`config.mk`:
```
export PLATFORM = sky130hd
export DESIGN_NAME = pb_bus_reader_flat
export DESIGN_NICKNAME = d
export VERILOG_FILES = /design/src/rtl/pb_bus_reader_if.sv /design/src/rtl/pb_bus_reader.sv /design/src/flat_wrapper.sv
export SDC_FILE = /design/constraint.sdc
export NUM_CORES = 1
export LEC_CHECK = 0
export CAP_MARGIN = 20
export CORE_ASPECT_RATIO = 0.75
export CORE_MARGIN = 4
export CORE_UTILIZATION = 54
export CTS_BUF_LIST = sky130_fd_sc_hd__clkbuf_4 sky130_fd_sc_hd__clkbuf_8
export CTS_CLUSTER_DIAMETER = 40
export DETAILED_ROUTE_END_ITERATION = 7
export PLACE_DENSITY_LB_ADDON = 0.3
export SYNTH_ARGS = -nofsm -noshare
export SYNTH_HDL_FRONTEND = slang
export SYNTH_SLANG_ARGS = --single-unit
```
`constraint.sdc`:
```
create_clock -name clock -period 4.4 [get_ports clock]
set_input_delay 0.88 -clock clock [delete_from_list [all_inputs] [get_ports clock]]
set_output_delay 0.88 -clock clock [all_outputs]
set_load 0.1 [all_outputs]
```
`src/rtl/pb_bus_reader_if.sv`:
```
// pb_bus_reader_if: request handshake, parallel-bus pins and TX FIFO push port of the pb read path.
interface pb_bus_reader_if;
    logic       req_valid;
    logic       req_ready;
    logic [2:0] req_addr;
    logic       req_test_addr;
    logic       busy;
    logic [2:0] pb_addr;
    logic       pb_test_addr;
    logic       pb_rd;
    logic [7:0] pb_data_in;
    logic [7:0] rd_data;
    logic       rd_data_valid;
    logic [7:0] tx_fifo_data_in;
    logic       tx_fifo_write_en;
    logic       tx_fifo_full;
    modport slave (
        input  req_valid, req_addr, req_test_addr, pb_data_in, tx_fifo_full,
        output req_ready, busy, pb_addr, pb_test_addr, pb_rd, rd_data, rd_data_valid,
               tx_fifo_data_in, tx_fifo_write_en
    );
    modport master (
        output req_valid, req_addr, req_test_addr, pb_data_in, tx_fifo_full,
        input  req_ready, busy, pb_addr, pb_test_addr, pb_rd, rd_data, rd_data_valid,
               tx_fifo_data_in, tx_fifo_write_en
    );
endinterface

```
`src/rtl/pb_bus_reader.sv`:
```
// pb_bus_reader: one read cycle on the lamp-board bus, result pushed to the UART TX FIFO.
// Define PB_READ_HEX_EN to emit an ASCII hex line "HL\r\n" instead of the raw byte.
module pb_bus_reader #(
    parameter int SETUP_CYCLES  = 4,
    parameter int STROBE_CYCLES = 8,
    parameter int HOLD_CYCLES   = 4,
    parameter int CNT_W         = 8
) (
    input logic            clock,
    input logic            reset_n,
    pb_bus_reader_if.slave bus
);
    typedef enum logic [2:0] {IDLE, SETUP, STROBE, HOLD, EMIT, GAP} state_t;
`ifdef PB_READ_HEX_EN
    localparam logic [2:0] LINE_LEN = 3'd4;
    function automatic logic [7:0] hex_char(input logic [3:0] n);
        return n < 4'd10 ? 8'h30 + {4'h0, n} : 8'h37 + {4'h0, n};
    endfunction
`else
    localparam logic [2:0] LINE_LEN = 3'd1;
`endif
    state_t           state, state_n;
    logic [CNT_W-1:0] cnt, cnt_n;
    logic [2:0]       idx, idx_n;
    logic [2:0]       addr_n;
    logic             test_addr_n, rd_n, valid_n, wr_n, last;
    logic [7:0]       data_n, tx_data_n, line_char;
    assign last = cnt == CNT_W'(state == SETUP ? SETUP_CYCLES - 1 :
                                state == STROBE ? STROBE_CYCLES - 1 : HOLD_CYCLES - 1);
`ifdef PB_READ_HEX_EN
    assign line_char = idx == 3'd0 ? hex_char(bus.rd_data[7:4]) :
                       idx == 3'd1 ? hex_char(bus.rd_data[3:0]) :
                       idx == 3'd2 ? 8'h0D : 8'h0A;
`else
    assign line_char = bus.rd_data;
`endif
    assign bus.req_ready = state == IDLE;
    assign bus.busy      = state != IDLE;
    always_comb begin
        state_n     = state;
        cnt_n       = '0;
        idx_n       = idx;
        addr_n      = bus.pb_addr;
        test_addr_n = bus.pb_test_addr;
        rd_n        = 1'b0;
        data_n      = bus.rd_data;
        valid_n     = 1'b0;
        tx_data_n   = bus.tx_fifo_data_in;
        wr_n        = 1'b0;
        case (state)
            IDLE: if (bus.req_valid) begin
                state_n     = SETUP;
                addr_n      = bus.req_addr;
                test_addr_n = bus.req_test_addr;
            end
            SETUP: begin
                cnt_n   = last ? '0 : cnt + 1'b1;
                rd_n    = last;
                state_n = last ? STROBE : SETUP;
            end
            STROBE: begin
                cnt_n   = last ? '0 : cnt + 1'b1;
                rd_n    = !last;
                state_n = last ? HOLD : STROBE;
                data_n  = last ? bus.pb_data_in : bus.rd_data;
                valid_n = last;
            end
            HOLD: begin
                cnt_n = last ? '0 : cnt + 1'b1;
                if (last) begin
                    state_n     = EMIT;
                    idx_n       = '0;
                    addr_n      = '0;
                    test_addr_n = 1'b1;
                end
            end
            EMIT: if (!bus.tx_fifo_full) begin
                wr_n      = 1'b1;
                tx_data_n = line_char;
                idx_n     = idx + 1'b1;
                state_n   = GAP;
            end
            GAP:     state_n = idx < LINE_LEN ? EMIT : IDLE;
            default: state_n = IDLE;
        endcase
    end
    always_ff @(posedge clock or negedge reset_n) begin
        if (!reset_n) begin
            state                <= IDLE;
            cnt                  <= '0;
            idx                  <= '0;
            bus.pb_addr          <= '0;
            bus.pb_test_addr     <= 1'b1;
            bus.pb_rd            <= 1'b0;
            bus.rd_data          <= '0;
            bus.rd_data_valid    <= 1'b0;
            bus.tx_fifo_data_in  <= '0;
            bus.tx_fifo_write_en <= 1'b0;
        end else begin
            state                <= state_n;
            cnt                  <= cnt_n;
            idx                  <= idx_n;
            bus.pb_addr          <= addr_n;
            bus.pb_test_addr     <= test_addr_n;
            bus.pb_rd            <= rd_n;
            bus.rd_data          <= data_n;
            bus.rd_data_valid    <= valid_n;
            bus.tx_fifo_data_in  <= tx_data_n;
            bus.tx_fifo_write_en <= wr_n;
        end
    end
endmodule

```
`src/flat_wrapper.sv`:
```
// flat-port wrapper written by rule: the top's interface ports become plain ports
module pb_bus_reader_flat 
#(
    parameter int SETUP_CYCLES  = 4,
    parameter int STROBE_CYCLES = 8,
    parameter int HOLD_CYCLES   = 4,
    parameter int CNT_W         = 8
)
  (clock, reset_n, bus_req_valid, bus_req_addr, bus_req_test_addr, bus_pb_data_in, bus_tx_fifo_full, bus_req_ready, bus_busy, bus_pb_addr, bus_pb_test_addr, bus_pb_rd, bus_rd_data, bus_rd_data_valid, bus_tx_fifo_data_in, bus_tx_fifo_write_en);
  pb_bus_reader_if bus_i ();
  input logic clock;
  input logic reset_n;
  input wire logic [$bits(bus_i.req_valid)-1:0] bus_req_valid;
  input wire logic [$bits(bus_i.req_addr)-1:0] bus_req_addr;
  input wire logic [$bits(bus_i.req_test_addr)-1:0] bus_req_test_addr;
  input wire logic [$bits(bus_i.pb_data_in)-1:0] bus_pb_data_in;
  input wire logic [$bits(bus_i.tx_fifo_full)-1:0] bus_tx_fifo_full;
  output wire logic [$bits(bus_i.req_ready)-1:0] bus_req_ready;
  output wire logic [$bits(bus_i.busy)-1:0] bus_busy;
  output wire logic [$bits(bus_i.pb_addr)-1:0] bus_pb_addr;
  output wire logic [$bits(bus_i.pb_test_addr)-1:0] bus_pb_test_addr;
  output wire logic [$bits(bus_i.pb_rd)-1:0] bus_pb_rd;
  output wire logic [$bits(bus_i.rd_data)-1:0] bus_rd_data;
  output wire logic [$bits(bus_i.rd_data_valid)-1:0] bus_rd_data_valid;
  output wire logic [$bits(bus_i.tx_fifo_data_in)-1:0] bus_tx_fifo_data_in;
  output wire logic [$bits(bus_i.tx_fifo_write_en)-1:0] bus_tx_fifo_write_en;
  assign bus_i.req_valid = bus_req_valid;
  assign bus_i.req_addr = bus_req_addr;
  assign bus_i.req_test_addr = bus_req_test_addr;
  assign bus_i.pb_data_in = bus_pb_data_in;
  assign bus_i.tx_fifo_full = bus_tx_fifo_full;
  assign bus_req_ready = bus_i.req_ready;
  assign bus_busy = bus_i.busy;
  assign bus_pb_addr = bus_i.pb_addr;
  assign bus_pb_test_addr = bus_i.pb_test_addr;
  assign bus_pb_rd = bus_i.pb_rd;
  assign bus_rd_data = bus_i.rd_data;
  assign bus_rd_data_valid = bus_i.rd_data_valid;
  assign bus_tx_fifo_data_in = bus_i.tx_fifo_data_in;
  assign bus_tx_fifo_write_en = bus_i.tx_fifo_write_en;
  pb_bus_reader #(.SETUP_CYCLES(SETUP_CYCLES), .STROBE_CYCLES(STROBE_CYCLES), .HOLD_CYCLES(HOLD_CYCLES), .CNT_W(CNT_W)) u_core (.clock(clock), .reset_n(reset_n), .bus(bus_i));
endmodule
```
After elaboration in Yosys (flattened, before gate mapping):

Cells that the tools add are included.
Widths: inputs -> output; s select.

* bits in registers: 37
* bits of input ports: 16
* output and inout port bits: 25

* add/subtract/negate cells: 2
* $lt $le $gt $ge: 1
* equal/unequal tests: 9
* muxes and demuxes: 23
* bitwise logic cells: 1
* reduce and logical (&&, ||, !) cells: 11

Operators by type and width (count)
* $mux 3: 8
* $mux 8: 3
* $pmux 3 s6: 1
* $pmux 3 s2: 2
* $reduce_and 3->1: 3
* $add 8x1->8 const B: 1
* $eq 8x8->1: 1
* $eq 3x2->1 const B: 2
* $eq 3x3->1 const B: 2
* $mux 1: 6
* $ne 2x2->1 const B: 2
* $pmux 1 s2: 2
* $reduce_and 2->1: 2
* $reduce_bool 2->1: 2
* $add 3x1->3 const B: 1
* $eq 3x1->1 const B: 1
* $logic_not 3->1: 1
* $lt 3x1->1 const B: 1
* $reduce_bool 3->1: 1
* $reduce_or 3->1: 1
* $mux 2: 1
* $ne 2x1->1 const B: 1
* $logic_not 1->1: 1
* $not 1->1: 1

Longest topological paths before layout:

Gate-level depths: netlist (run 1).

* depth in word-level cells: 6
* mapped depth: 7
* gate-level depth less buffers: 5

Worst setup path after synthesis (run 1):

OpenSTA, ideal clock, no wires.

* kind: register to output
* start: reg u_core.state[0]
* end: out bus_req_ready
* data arrival time: 2.041 ns
* data required time: 3.520 ns
* setup slack: 1.479 ns
* stages on the path, launching flop included: 4
* path through: dfrtp_1 > buf_4 > or3_1 > inv_1

* word-level cells in the longest chain between the ends: 1

Ends and longest elaborated chain
* start, declared: RTL line pb_bus_reader.sv:22 `state_t state, state_n;`
* start signal, assigned: RTL line pb_bus_reader.sv:100 `state <= state_n;`
* $logic_not 3->1: RTL line pb_bus_reader.sv:37 `assign bus.req_ready = state == IDLE;`
* end, declared: RTL line flat_wrapper.sv:18 `output wire logic [$bits(bus_i.req_ready)-1:0] bus_req_ready;`

Every way passes these cells.

Final worst setup path (run 1):

* start: reg u_core.state[2]
* end: out bus_req_ready

The elaborated chain is that of the path after synthesis.

==> flow_summary.yaml, run 1 <==
logic_synthesis:
  synth_most_common_cell: "dfrtp_1"
  synthesis.instances: 131
  syn_nets: 149
  yosysUniqueCellTypes: 39
  netlist.area_leader.share: 0.545
  synth_area_um2: 1650
  synth_area_leaders: "dfrtp_1, mux2_4, mux2_2, nor2_1, mux2i_1"
  ys_seq_elements: 37
  ys_seq_area_frac: 0.561
  synth_edf_count: 0
  ys_async_sr_fraction: 1.00
  yosys_most_used_dff: "dfrtp_1"
  synthTopCellsByCount: "dfrtp_1, nor2_1, mux2_2, mux2_4"
  avgSynthCellArea_um2: 12.6
  synth_top_area_cell: "dfrtp_1"
  yosys_warnings: 0
detailed_routing:
  ant_nets: 0
  wirelength_mm: 3.26
  drc_errors: 0
  wl_per_cell_um: 15.4
  first_iter_violations: 78
  vias: 1179
  viasPerCell: 5.59
  drtPass1Iterations: 4
clock_tree:
  htree_levels: 2
  clock_sink_count: 37
  cts_hold_buf: 0
  cts_tree: "done"
  clkTransAtPathRegs_ns: 0.06
  cts_root_buffer: "clkbuf_8"
  cts.repair.resized: 0
  clockBufferDepth: 2
  postCtsSetupRepairBufs: 0
  numCtsBuffers: 5
  clkLatencyLatePin_ns: 0.28
timing:
  period_needed_ns: 3.30
  max_freq_mhz: 303
  finalSetupViolations: 0
  final_max_slew_viol_count: 0
  worst_pin_slew_ns: 1.01
  hold_violations: 0
  finalSetupTns_ns: 0
  fin_skew_ns: 0.00174
  min_period_over_period: 0.749
  grt_setup_unrepaired: "no"
  slew_headroom: 0.326
grt:
  use_met3: 0.0686
  grt_use_met2: 0.280
  overflow: 0
  grt_max_degree: 38
  antenna_found_initial: 0
  busiest_layer: "met2"
  met1_usage: 0.230
  grt_first_pass_wirelength_mm: 5.67
  grt.total_usage: 0.182
  first_global_vias: 1221
floorplan:
  core_area_um2: 2940
  die-area_um2: 4020
  start_util: 0.563
  io_pins: 41
  die_x_um: 71.9
  num_rows: 17
  die_h_um: 55.9
outcome:
  outcome: "finished clean"
worst_setup_path:
  cp.arrival_ns: 2.42
  r2r_end: "u_core.bus.rd_data[0]$_DFFE_PN0P_"
  crit_path_end_kind: "output port"
  startpoint_type: "register"
  criticalPathCategory: "register to output port"
  reg2regPathDepth: 5
  reg2reg_from: "u_core.cnt[0]$_DFF_PN0_"
  rrSetupSlack_ns: 2.22
  crit_required_ns: 3.52
  worstPathMaxFanout: 12
finish:
  drive_above_1_share: 0.191
  final_nets: 191
  area_growth_pct: 30.9
  insertedDiodeCount: 0
  finalInstanceArea_um2: 2160
hold_path:
  min_to: "u_core.bus.tx_fifo_data_in[2]$_DFFE_PN0P_"
  hp-start: "u_core.bus.tx_fifo_data_in[2]$_DFFE_PN0P_"
  hold_depth: 1
  hold_path.class: "register to register"
placed_design:
  placed_area_um2: 2070
  io_buffers: 40
  gp_congestion: 0.828
  hpwl_mm: 2.45
flow_run:
  maxCapViolCount: 0
[cells in the final DEF, fill, tap and decap left out, types with 3 or more instances in the layout]
master            n
nand2b_1          4
nand4_1           3
clkbuf_8          6
a21oi_1           3
mux2_4            8
nor2_1           14
mux2_2            8
xor2_1            5
nand2_1           4
o21ai_0           3
mux2i_1           5
dfrtp_1          36
clkdlybuf4s50_1  39
inv_1             3
[logic make-up after synthesis]
family          after synthesis  synth area share
simple gates                 42             0.153
compound gates               14            0.0530
mux                          21             0.157
fa+ha+maj                     2            0.0151
flops                        37             0.561
xor+xnor                      6            0.0318
buf+inv                       9            0.0288
[worst max-delay path by stage]
stage	start	endpoint	slack (ns)
6_report	u_core.state[2]$_DFFE_PN0P_	bus_req_ready	1.10
5_1_grt	u_core.state[2]$_DFFE_PN0P_	bus_req_ready	1.05
4_1_cts	u_core.state[2]$_DFFE_PN0P_	bus_req_ready	1.11
3_5_place_dp	u_core.state[2]$_DFFE_PN0P_	bus_req_ready	1.42
3_3_place_gp	u_core.state[2]$_DFFE_PN0P_	bus_req_ready	1.46
2_1_floorplan	u_core.state[0]$_DFFE_PN0P_	bus_req_ready	1.48
[worst max-delay path, stage by stage, from the launching register on]
cell and delay [ns]:
dfrtp_1 0.49, or3_1 0.42, inv_1 0.08, clkdlybuf4s50_1 1.14
[per-stage QoR]
stage	instances	hold WS (ns)	util	worst slack (ns)
floorplan	131	0.488	-	1.48
global placement	204	0.489	0.706	1.46
detailed placement	204	0.494	0.706	1.42
CTS	211	0.509	0.737	1.11
global route	211	0.534	0.737	1.05
finish	211	0.506	0.737	1.10
[state kept, by name (all words and copies together), names as in the netlist]
name / flops
u_core.bus.tx_fifo_write_en: 1
u_core.bus.pb_rd: 1
u_core.idx: 3
u_core.bus.tx_fifo_data_in: 8
u_core.bus.pb_test_addr: 1
u_core.bus.rd_data: 8
u_core.bus.rd_data_valid: 1
u_core.cnt: 8
u_core.bus.pb_addr: 3
u_core.state: 3
[per-layer routing]
layer	share of wire	up-vias	wire length, um
li1	-	542	-
met1	0.41	579	1340
met2	0.49	47	1590
met3	0.075	11	245
met4	0.025	0	81
met5	0	-	0
[area by class of cell]
class / instances / area (um^2)
Multi-Input combinational cell: 85 / 684
Sequential cell: 37 / 927
Inverter: 3 / 11.3
Timing Repair Buffer: 41 / 403
Tap cell: 38 / 47.5
Clock buffer: 7 / 90.1
Fill cell: 192 / 772
Power of run 1 is not shown: default switching activity piles up to over one toggle a cycle in this logic, so the estimate is an artifact.
==> run 2: changes to the inputs <==
Settings changed: CORE_UTILIZATION 54 to 45.
Clock period 4.4 ns to 2.76 ns, I/O delays scaled along.
==> flow_summary.yaml, run 2 (synthesized netlist as in run 1, its figures left out) <==
outcome:
  outcome: "finished clean"
floorplan:
  io_pins: 41
  core_area_um2: 3400
  die_x_um: 78.0
  die_h_um: 60.5
  num_rows: 18
  start_util: 0.486
  die-area_um2: 4720
clock_tree:
  cts.repair.resized: 0
  clkLatencyLatePin_ns: 0.28
  htree_levels: 2
  clock_sink_count: 37
  cts_tree: "done"
  clkTransAtPathRegs_ns: 0.07
  cts_hold_buf: 0
  numCtsBuffers: 5
  cts_root_buffer: "clkbuf_8"
  clockBufferDepth: 2
  postCtsSetupRepairBufs: 0
worst_setup_path:
  cp.arrival_ns: 1.64
  worstPathMaxFanout: 12
  crit_required_ns: 2.21
  cpLargestDelayFamily: "simple AND/OR/NAND/NOR gates"
  slowest_stage: "or3_2"
  crit_path_end_kind: "output port"
  startpoint_type: "register"
  cpPeakStageDelay_ns: 0.58
  criticalPathCategory: "register to output port"
  crit_buf_inv: 2
  path_cells: "or3_2, clkinvlp_4, buf_12"
finish:
  insertedDiodeCount: 0
  area_growth_pct: 29.6
  num-fill-cells: 271
  largest_registers: "u_core.bus.rd_data: 8 flops, u_core.bus.tx_fifo_data_in: 8 flops, u_core.cnt: 8 flops"
  final_nets: 192
  final_common_cell: "dfrtp_1"
  drive_above_1_share: 0.349
  layout_common_cells: "dfrtp_1, buf_4, clkdlybuf4s50_1"
timing:
  fin_skew_ns: 0.00488
  period_needed_ns: 2.19
  min_period_over_period: 0.793
  grt_setup_unrepaired: "no"
  whs_ns: 0.515
  finalSetupViolations: 0
  slew_headroom: 0.658
  hold_violations: 0
  finalSetupTns_ns: 0
  final_max_slew_viol_count: 0
  max_freq_mhz: 457
  worst_pin_slew_ns: 0.510
detailed_routing:
  wl_per_cell_um: 14.6
  drc_errors: 0
  wl_met2_mm: 1.50
  ant_nets: 0
  wl_met3_um: 185
  top_layer: "met4"
  vias: 1114
  wirelength_mm: 3.29
  drt-met1-wl_mm: 1.56
  drtPass1Iterations: 4
  viasPerCell: 4.95
  first_iter_violations: 65
grt:
  grt_max_degree: 38
  grt_first_pass_wirelength_mm: 5.55
  grt.total_usage: 0.154
  first_global_vias: 1148
  antenna_found_initial: 0
  overflow: 0
placed_design:
  gp_congestion: 0.767
  hpwl_mm: 2.44
  io_buffers: 40
hold_path:
  hold_path.class: "register to register"
flow_run:
  maxCapViolCount: 0
[run 2: cell types whose count changed in the layout (fill, tap and decap cells not counted), sizes merged]
cell	previous run	this run
clkinv	0	2
inv	3	2
buf	2	27
clkdlybuf4s50	39	15
clkinvlp	0	1
clkbuf	7	6
[run 2: worst paths after layout]
kind / slack (ns) / startpoint / cells past startpoint / end
max reg2reg: 0.60 / u_core.cnt[0]$_DFF_PN0_ / 5 / u_core.bus.rd_data[0]$_DFFE_PN0P_
max in group asynchronous: 1.75 / reset_n / 2 / u_core.bus.pb_test_addr$_DFFE_PN1P_
min: 0.51 / u_core.bus.tx_fifo_data_in[2]$_DFFE_PN0P_ / 1 / u_core.bus.tx_fifo_data_in[2]$_DFFE_PN0P_
min in group asynchronous: 0.68 / reset_n / 2 / u_core.bus.pb_addr[0]$_DFFE_PN0P_
max: 0.57 / u_core.state[2]$_DFFE_PN0P_ / 3 / bus_req_ready
min reg2reg: 0.51 / u_core.bus.tx_fifo_data_in[2]$_DFFE_PN0P_ / 1 / u_core.bus.tx_fifo_data_in[2]$_DFFE_PN0P_
[run 2: cell type report]
cell class / count / area, um^2 / share of cell area
Multi-Input combinational cell: 85 / 686 / 0.320
Timing Repair Buffer: 42 / 365 / 0.171
Clock buffer: 6 / 76.3 / 0.0356
Clock inverter: 2 / 10.0 / 0.00467
Sequential cell: 37 / 927 / 0.433
Inverter: 3 / 15.0 / 0.00701
Tap cell: 50 / 62.6 / 0.0292
[run 2: stage by stage]
step	util	instance area, um^2	instances	setup WS (ns)
after detailed placement	0.604	2060	217	0.614
after global routing	0.630	2140	225	0.449
after global placement	0.604	2060	217	0.695
after floorplan	-	1660	131	0.276
after CTS	0.630	2140	225	0.557
final	0.630	2140	225	0.571
[run 2: worst reg2reg max path: cells and delay by family (launching register included)]
kind | cells | cell delay, ns
mux | 1 | 0.33
flops | 1 | 0.43
fa+ha+maj | 1 | 0.26
simple gates | 3 | 1.02
[run 2: per-layer routing]
| layer | vias to the layer above | global-route usage |
|---|---|---|
| li1 | 546 | - |
| met1 | 531 | 0.208 |
| met2 | 33 | 0.233 |
| met3 | 4 | 0.0504 |
| met4 | 0 | 0.0648 |
| met5 | - | 0 |
Power of run 2 is left out for the same reason.
